File: src/rtl/stg_id_pkg.sv
// Shared definitions for the ID stage: opcodes, condition codes, register indices,
// field widths, decode class and the registered stage record.
package stg_id_pkg;

    localparam int PC_W    = 48;
    localparam int INSTR_W = 24;
    localparam int OPC_W   = 8;
    localparam int CC_W    = 4;
    localparam int GP_W    = 4;
    localparam int AR_W    = 2;
    localparam int SR_W    = 2;
    localparam int CR_W    = 4;

    localparam logic [OPC_W-1:0] OPC_NOP     = 8'h00;
    localparam logic [OPC_W-1:0] OPC_ADD     = 8'h10;
    localparam logic [OPC_W-1:0] OPC_SUB     = 8'h11;
    localparam logic [OPC_W-1:0] OPC_AND     = 8'h12;
    localparam logic [OPC_W-1:0] OPC_OR      = 8'h13;
    localparam logic [OPC_W-1:0] OPC_XOR     = 8'h14;
    localparam logic [OPC_W-1:0] OPC_CMP     = 8'h18;
    localparam logic [OPC_W-1:0] OPC_TST     = 8'h19;
    localparam logic [OPC_W-1:0] OPC_ADDI    = 8'h20;
    localparam logic [OPC_W-1:0] OPC_ADDIs   = 8'h21;
    localparam logic [OPC_W-1:0] OPC_MOVI    = 8'h22;
    localparam logic [OPC_W-1:0] OPC_MOVIs   = 8'h23;
    localparam logic [OPC_W-1:0] OPC_CMPI    = 8'h28;
    localparam logic [OPC_W-1:0] OPC_CMPIs   = 8'h29;
    localparam logic [OPC_W-1:0] OPC_LDso    = 8'h30;
    localparam logic [OPC_W-1:0] OPC_STso    = 8'h31;
    localparam logic [OPC_W-1:0] OPC_SRJCCso = 8'hF0;
    localparam logic [OPC_W-1:0] OPC_SR2CR   = 8'hF4;

    localparam logic [CC_W-1:0] CC_AL = 4'h0;
    localparam logic [CC_W-1:0] CC_EQ = 4'h1;
    localparam logic [CC_W-1:0] CC_NE = 4'h2;

    localparam logic [SR_W-1:0] SR_IDX_LR  = 2'd0;
    localparam logic [SR_W-1:0] SR_IDX_SSP = 2'd1;
    localparam logic [SR_W-1:0] SR_IDX_FL  = 2'd2;
    localparam logic [SR_W-1:0] SR_IDX_PC  = 2'd3;

    localparam logic [CR_W-1:0] CR_FLD_CUR = 4'h0;

    typedef enum logic [2:0] {
        CLS_NOP,
        CLS_ALU_RR,
        CLS_ALU_IMM,
        CLS_LDST,
        CLS_SRJCC,
        CLS_SR2CR
    } dec_cls_e;

    typedef struct packed {
        logic            sgn_en;
        logic            imm_en;
        logic [15:0]     imm16;
        logic [13:0]     imm14;
        logic [11:0]     imm12;
        logic [9:0]      imm10;
        logic [CC_W-1:0] cc;
        logic            has_src_gp;
        logic [GP_W-1:0] src_gp;
        logic [GP_W-1:0] tgt_gp;
        logic            tgt_gp_we;
        logic            has_src_ar;
        logic [AR_W-1:0] src_ar;
        logic            has_tgt_ar;
        logic [AR_W-1:0] tgt_ar;
        logic            has_src_sr;
        logic [SR_W-1:0] src_sr;
        logic [SR_W-1:0] tgt_sr;
        logic            tgt_sr_we;
    } id_dec_t;

    localparam int ID_DEC_W = $bits(id_dec_t);

    typedef struct packed {
        logic [PC_W-1:0]    pc;
        logic [INSTR_W-1:0] instr;
        logic [OPC_W-1:0]   root_opc;
        logic [OPC_W-1:0]   opc;
        id_dec_t            dec;
    } id_stage_t;

    function automatic dec_cls_e opc_class(input logic [OPC_W-1:0] opc);
        case (opc)
            OPC_ADD, OPC_SUB, OPC_AND, OPC_OR, OPC_XOR,
            OPC_CMP, OPC_TST:                         return CLS_ALU_RR;
            OPC_ADDI, OPC_ADDIs, OPC_MOVI, OPC_MOVIs,
            OPC_CMPI, OPC_CMPIs:                      return CLS_ALU_IMM;
            OPC_LDso, OPC_STso:                       return CLS_LDST;
            OPC_SRJCCso:                              return CLS_SRJCC;
            OPC_SR2CR:                                return CLS_SR2CR;
            default:                                  return CLS_NOP;
        endcase
    endfunction

    // Compare/test only set flags, so they never write a GP target.
    function automatic logic opc_no_gp_wb(input logic [OPC_W-1:0] opc);
        return (opc == OPC_CMP) || (opc == OPC_TST) ||
               (opc == OPC_CMPI) || (opc == OPC_CMPIs);
    endfunction

    function automatic logic opc_signed_imm(input logic [OPC_W-1:0] opc);
        return (opc == OPC_ADDIs) || (opc == OPC_MOVIs) || (opc == OPC_CMPIs);
    endfunction

    function automatic id_stage_t id_bubble(input logic [PC_W-1:0] pc);
        id_stage_t s;
        s          = '0;
        s.pc       = pc;
        s.instr    = {OPC_NOP, 16'h0000};
        s.root_opc = OPC_NOP;
        s.opc      = OPC_NOP;
        s.dec.cc   = CC_AL;
        return s;
    endfunction

endpackage

File: src/rtl/id_decode.sv
// Combinational instruction decode keyed on the root opcode; operand fields come
// from the low 16 instruction bits.
module id_decode
    import stg_id_pkg::*;
(
    input  logic [15:0]          instr_lo,
    input  logic [OPC_W-1:0]     root_opc,
    output logic [ID_DEC_W-1:0]  dec
);

    id_dec_t d;

    always_comb begin
        d       = '0;
        d.cc    = CC_AL;
        d.imm16 = instr_lo[15:0];
        d.imm14 = instr_lo[13:0];
        d.imm12 = instr_lo[11:0];
        d.imm10 = instr_lo[9:0];
        case (opc_class(root_opc))
            CLS_ALU_RR: begin
                d.tgt_gp     = instr_lo[15:12];
                d.src_gp     = instr_lo[11:8];
                d.has_src_gp = 1'b1;
                d.tgt_gp_we  = !opc_no_gp_wb(root_opc);
            end
            CLS_ALU_IMM: begin
                d.tgt_gp    = instr_lo[15:12];
                d.imm_en    = 1'b1;
                d.sgn_en    = opc_signed_imm(root_opc);
                d.tgt_gp_we = !opc_no_gp_wb(root_opc);
            end
            CLS_LDST: begin
                d.src_ar     = instr_lo[11:10];
                d.has_src_ar = 1'b1;
                d.imm_en     = 1'b1;
                d.sgn_en     = 1'b1;
                if (root_opc == OPC_LDso) begin
                    d.tgt_gp    = instr_lo[15:12];
                    d.tgt_gp_we = 1'b1;
                end else begin
                    d.src_gp     = instr_lo[15:12];
                    d.has_src_gp = 1'b1;
                end
            end
            CLS_SRJCC: begin
                // Branch target is applied downstream, so the SR write stays off.
                d.tgt_sr     = instr_lo[15:14];
                d.cc         = instr_lo[13:10];
                d.has_src_sr = 1'b1;
                d.src_sr     = SR_IDX_FL;
                d.imm_en     = 1'b1;
                d.sgn_en     = 1'b1;
            end
            CLS_SR2CR: begin
                d.tgt_ar     = instr_lo[15:14];
                d.has_tgt_ar = 1'b1;
                d.src_sr     = instr_lo[13:12];
                d.has_src_sr = 1'b1;
            end
            default: ;
        endcase
    end

    assign dec = d;

endmodule

File: src/rtl/stg_id.sv
// ID pipeline register: decodes the IF/ID instruction and registers it with
// priority reset > flush > stall > load.
module stg_id
    import stg_id_pkg::*;
(
    input  logic        iw_clk,
    input  logic        iw_rst,
    input  logic [47:0] iw_pc,
    input  logic [23:0] iw_instr,
    input  logic [7:0]  iw_root_opc,
    input  logic        iw_flush,
    input  logic        iw_stall,
    output logic [47:0] ow_pc,
    output logic [23:0] ow_instr,
    output logic [7:0]  ow_root_opc,
    output logic [7:0]  ow_opc,
    output logic        ow_sgn_en,
    output logic        ow_imm_en,
    output logic [15:0] ow_imm16_val,
    output logic [13:0] ow_imm14_val,
    output logic [11:0] ow_imm12_val,
    output logic [9:0]  ow_imm10_val,
    output logic [3:0]  ow_cc,
    output logic        ow_has_src_gp,
    output logic [3:0]  ow_src_gp,
    output logic [3:0]  ow_tgt_gp,
    output logic        ow_tgt_gp_we,
    output logic        ow_has_src_ar,
    output logic [1:0]  ow_src_ar,
    output logic        ow_has_tgt_ar,
    output logic [1:0]  ow_tgt_ar,
    output logic        ow_has_src_sr,
    output logic [1:0]  ow_src_sr,
    output logic [1:0]  ow_tgt_sr,
    output logic        ow_tgt_sr_we
);

    logic [ID_DEC_W-1:0] dec_w;
    id_stage_t           stage_d;
    id_stage_t           stage_q;

    id_decode u_id_decode (
        .instr_lo (iw_instr[15:0]),
        .root_opc (iw_root_opc),
        .dec      (dec_w)
    );

    always_comb begin
        stage_d = stage_q;
        if (iw_flush) begin
            stage_d = id_bubble(iw_pc);
        end else if (!iw_stall) begin
            stage_d.pc       = iw_pc;
            stage_d.instr    = iw_instr;
            stage_d.root_opc = iw_root_opc;
            stage_d.opc      = iw_instr[23:16];
            stage_d.dec      = id_dec_t'(dec_w);
        end
    end

    always_ff @(posedge iw_clk) begin
        if (!iw_rst) begin
            stage_q <= id_bubble('0);
        end else begin
            stage_q <= stage_d;
        end
    end

    assign ow_pc         = stage_q.pc;
    assign ow_instr      = stage_q.instr;
    assign ow_root_opc   = stage_q.root_opc;
    assign ow_opc        = stage_q.opc;
    assign ow_sgn_en     = stage_q.dec.sgn_en;
    assign ow_imm_en     = stage_q.dec.imm_en;
    assign ow_imm16_val  = stage_q.dec.imm16;
    assign ow_imm14_val  = stage_q.dec.imm14;
    assign ow_imm12_val  = stage_q.dec.imm12;
    assign ow_imm10_val  = stage_q.dec.imm10;
    assign ow_cc         = stage_q.dec.cc;
    assign ow_has_src_gp = stage_q.dec.has_src_gp;
    assign ow_src_gp     = stage_q.dec.src_gp;
    assign ow_tgt_gp     = stage_q.dec.tgt_gp;
    assign ow_tgt_gp_we  = stage_q.dec.tgt_gp_we;
    assign ow_has_src_ar = stage_q.dec.has_src_ar;
    assign ow_src_ar     = stage_q.dec.src_ar;
    assign ow_has_tgt_ar = stage_q.dec.has_tgt_ar;
    assign ow_tgt_ar     = stage_q.dec.tgt_ar;
    assign ow_has_src_sr = stage_q.dec.has_src_sr;
    assign ow_src_sr     = stage_q.dec.src_sr;
    assign ow_tgt_sr     = stage_q.dec.tgt_sr;
    assign ow_tgt_sr_we  = stage_q.dec.tgt_sr_we;

endmodule

File: config.mk
export PLATFORM = sky130hd
export DESIGN_NAME = stg_id
export DESIGN_NICKNAME = d
export VERILOG_FILES = /design/src/rtl/stg_id_pkg.sv /design/src/rtl/id_decode.sv /design/src/rtl/stg_id.sv
export SDC_FILE = /design/constraint.sdc
export NUM_CORES = 1
export LEC_CHECK = 0
export BUFFER_PORTS_ARGS = -buffer_cell sky130_fd_sc_hd__buf_4
export CAP_MARGIN = 20
export CELL_PAD_IN_SITES_DETAIL_PLACEMENT = 2
export CELL_PAD_IN_SITES_GLOBAL_PLACEMENT = 2
export CORE_AREA = 5 5 137 152
export CTS_CLUSTER_SIZE = 40
export DETAILED_ROUTE_END_ITERATION = 10
export DIE_AREA = 0 0 142 157
export PLACE_DENSITY_LB_ADDON = 0.05
export SYNTH_ARGS = -nofsm -noshare
export SYNTH_HDL_FRONTEND = slang
export SYNTH_SLANG_ARGS = --single-unit
File: constraint.sdc
create_clock -name iw_clk -period 1.6 [get_ports iw_clk]
set_input_delay 0.16 -clock iw_clk [delete_from_list [all_inputs] [get_ports iw_clk]]
set_output_delay 0.16 -clock iw_clk [all_outputs]
set_load 0.01 [all_outputs]
==> impl_results.md <==
- First-pass GRT wire length: 24.4 mm
- Distinct cells, synth: 34
- Core area: around 19000 sq um
- Total CTS buffers: 9
- DR DRC count: 0
- # rows: 53
- Number of global-route vias before repair: between 4000 and 5000
- Cell family with most CP delay: flip-flops
- Initial core utilization: about a quarter
- Max frequency: ~900 MHz
- Max incr delay on CP: roughly 0.42 ns
- # hold bufs at CTS: 0
- Yosys reg bits: 107
- Worst-path fanout max: 6
- Io pins: 252
- Yosys Warn Count: 0
- Status: complete, no violations
- Switch share: between 20% and 30%
- Compound-Gate Fraction of Synth Area: about 15%
- Top cells by area, synth: dfxtp_1 48%, buf_4 10%, nand2_1 9.5%
- Antenna Diode Count: 0
- Worst Max-Slew Pin Slew: 0.537 ns
- Area share of the largest cell type after synthesis: around 48%
- Crit-path slowest cell: dfxtp_1
- Initial DRC count: 83
- Area Growth Syn to Fin: 45.1%
- HP Class: primary input to register
- Number of fill cells: between 2000 and 2500
- CP Cell Sequence: buf_4
- Post-synth EDFFs: 0
- Post-Route Setup TNS: 0 ns
- RSZ-0062 raised after global routing: false
- PortBufs: 250
- Detailed placement HPWL: ~12 mm
- Routed Antenna Nets: 0
- Combinational power share: ~14%
- Crit end category: output pin
- RePlAce Congestion: approximately 0.73
- Min Tclk post-route: 1.09 ns
- Hold_ws: approximately 0.045 ns
- Net switching power: 0.00153 W
- Slew headroom: 64.2%
- Crit Path Category: register to output pin
- Worst endpoint required time: approximately 1.4 ns
- CTS H-tree depth: 3
- Post-cts resize count: 0
- Number of nets in the layout: about 780
- Main synth FF type: dfxtp_1
- Vias: 4148
- Root buffer cell: clkbuf_16
- Post-CTS setup buffers: 0
- Die X: around 140 um
- Max VDD drop: about 490 uV
- Final setup violation count: 0
- Largest net degree at the start of global routing: 52
- DR vias/cell: about 4.4
- Initial antenna violation count: 0
- Total grt overflow: 0
- Asr flop ratio synth: 0%
- Synth area leader: dfxtp_1
- Cell with the most instances after synthesis: nand2_1
- Adder-cell share of the synthesized area: 0%
- Flop pwr share: between 40 and 50%
- Clock group share of total power: a little under 40%
- Clock latency at the later pin of the worst-skew pair: between 0.3 and 0.4 ns
- Die height: around 160 um
- Buf/Inv on CP: 1
- Leakage: around 3.0 nW
- Final hold violation count: 0
- Die Area: ~22000 sq um
- GRT Util Overall: between 10% and 20%
- Post-synth top cells: 113 x nand2_1, 107 x dfxtp_1, 61 x buf_4
- Clock Skew: 0 ns
- Clock transition at path regs: 0.07 ns
- Pwr dens: 922 nW/um^2
- CTS tree: built
- Syn Nets: between 600 and 700
- Post-synthesis mux area share: under 10%
- Post-Syn Area per Cell: roughly 8.6 sq um
- Drt wl/cell: ~17 um
- XOR/XNOR share of the synthesized area: less than 1%
- DRT Pass-1 Iters: 3
- Simple-Gate Fraction of Synth Area: 17.9%
- Worst EP arrival: 0.93 ns
- CTS Buffer Depth: 2
- Critical Path Start Type: register
- Share of layout cells above drive strength 1: 40.3%
- Max Cap Viol: 0
- Slew Viols, Final: 0
- Register area: between 2000 and 2500 sq um
- Internal power: between 0.004 and 0.005 W
- Fin crit share: 68.0%
- Drt total wl: between 15 and 20 mm
- Clock net sink count: about 110
- Mapped Area: between 4000 and 5000 sq um
- Area of the multi-input gates: between 1500 and 2000 sq um
- Largest family of logic cells by synthesized area: simple AND/OR/NAND/NOR gates
- Seq/Total Area, Yosys: 47.8%
- Post-Syn Instances: around 520
registers in the layout, summed over array words and instances (netlist names), 2 cells and up:
| register | cells |
|---|---|
| ow_cc | 4 |
| ow_instr | 24 |
| ow_pc | 48 |
| ow_root_opc | 8 |
| ow_src_ar | 2 |
| ow_src_gp | 4 |
| ow_src_sr | 2 |
| ow_tgt_ar | 2 |
| ow_tgt_gp | 4 |
| ow_tgt_sr | 2 |
kinds of logic after synthesis:
logic type | Yosys count
muxes | 24
DFF | 107
xor gates and xnor gates | 1
other | 1
buffers and inverters | 97
and+or+nand+nor | 189
AOI/OAI and AO/OA | 99
per-stage QoR:
stage	total power, W	setup slack (ns)	cell area (sq um)	util, %	std cells
final	0.00599	0.512	6500	34.3	949
after global routing	0.00629	0.438	6500	34.3	949
after CTS	0.00612	0.479	6500	34.3	949
after detailed placement	0.00376	0.178	6190	32.6	933
after global placement	0.00374	0.222	6190	32.6	933
after floorplan	0.00330	0.313	4480	-	518
worst paths after layout:
| check | start | to | slack, ns | cells after the start |
|---|---|---|---|---|
| setup reg to reg | ow_instr[12] | ow_instr[12] | 0.87 | 2 |
| hold reg to reg | ow_pc[2] | ow_pc[2] | 0.45 | 2 |
| hold / removal | iw_instr[3] | ow_instr[3] | 0.05 | 3 |
| setup / recovery | ow_instr[1] | ow_instr[1] | 0.51 | 1 |
power groups by stage:
stage	registers, W	logic, W	clock network (W)
after floorplan	0.00294	0.000362	0
after global placement	0.00289	0.000847	0
after detailed placement	0.00290	0.000864	0
after CTS	0.00284	0.000867	0.00242
after global routing	0.00285	0.000924	0.00252
final	0.00283	0.000843	0.00232
area by class of cell:
type                       count  share of cell area (%)
tap                          247                    4.76
multi-input combinational    314                    26.7
inverter                       2                   0.116
clock buffer                  11                    3.74
timing repair buffer         263                    30.8
clock inverter                 5                   0.963
sequential                   107                    33.0
layer usage:
layer / global-route usage, % / share of wire [%] / up-vias
met2: 24.1 / 50 / 150
met4: 4.07 / 1.1 / 0
li1: - / - / 1997
met3: 5.41 / 9.8 / 14
met5: 0 / 0 / -
met1: 15.4 / 39 / 1987
layout by cell type (no fill, tap or decap), drive strengths merged:
master / Yosys / final
buf: 73 / 263
nand2: 113 / 113
dfxtp: 107 / 107
a21boi: 48 / 48
nor2: 44 / 44
mux2i: 24 / 24
a21oi: 21 / 21
a22oi: 14 / 14
o21ai: 11 / 11
clkbuf: 22 / 11
nor2b: 9 / 9
nand3: 6 / 6
nor3: 6 / 6
nand2b: 3 / 3
inv: 2 / 2
nor4b: 2 / 2
and3: 2 / 2
clkinvlp: 0 / 2
clkinv: 0 / 2
nand4bb: 1 / 1
nand3b: 1 / 1
or3: 1 / 1
a32oi: 1 / 1
a22o: 1 / 1
a31oi: 1 / 1
a41oi: 1 / 1
xnor2: 1 / 1
o31ai: 1 / 1
or4: 1 / 1
conb: 1 / 1
bufinv: 0 / 1
(Power assumes the default switching activity.)
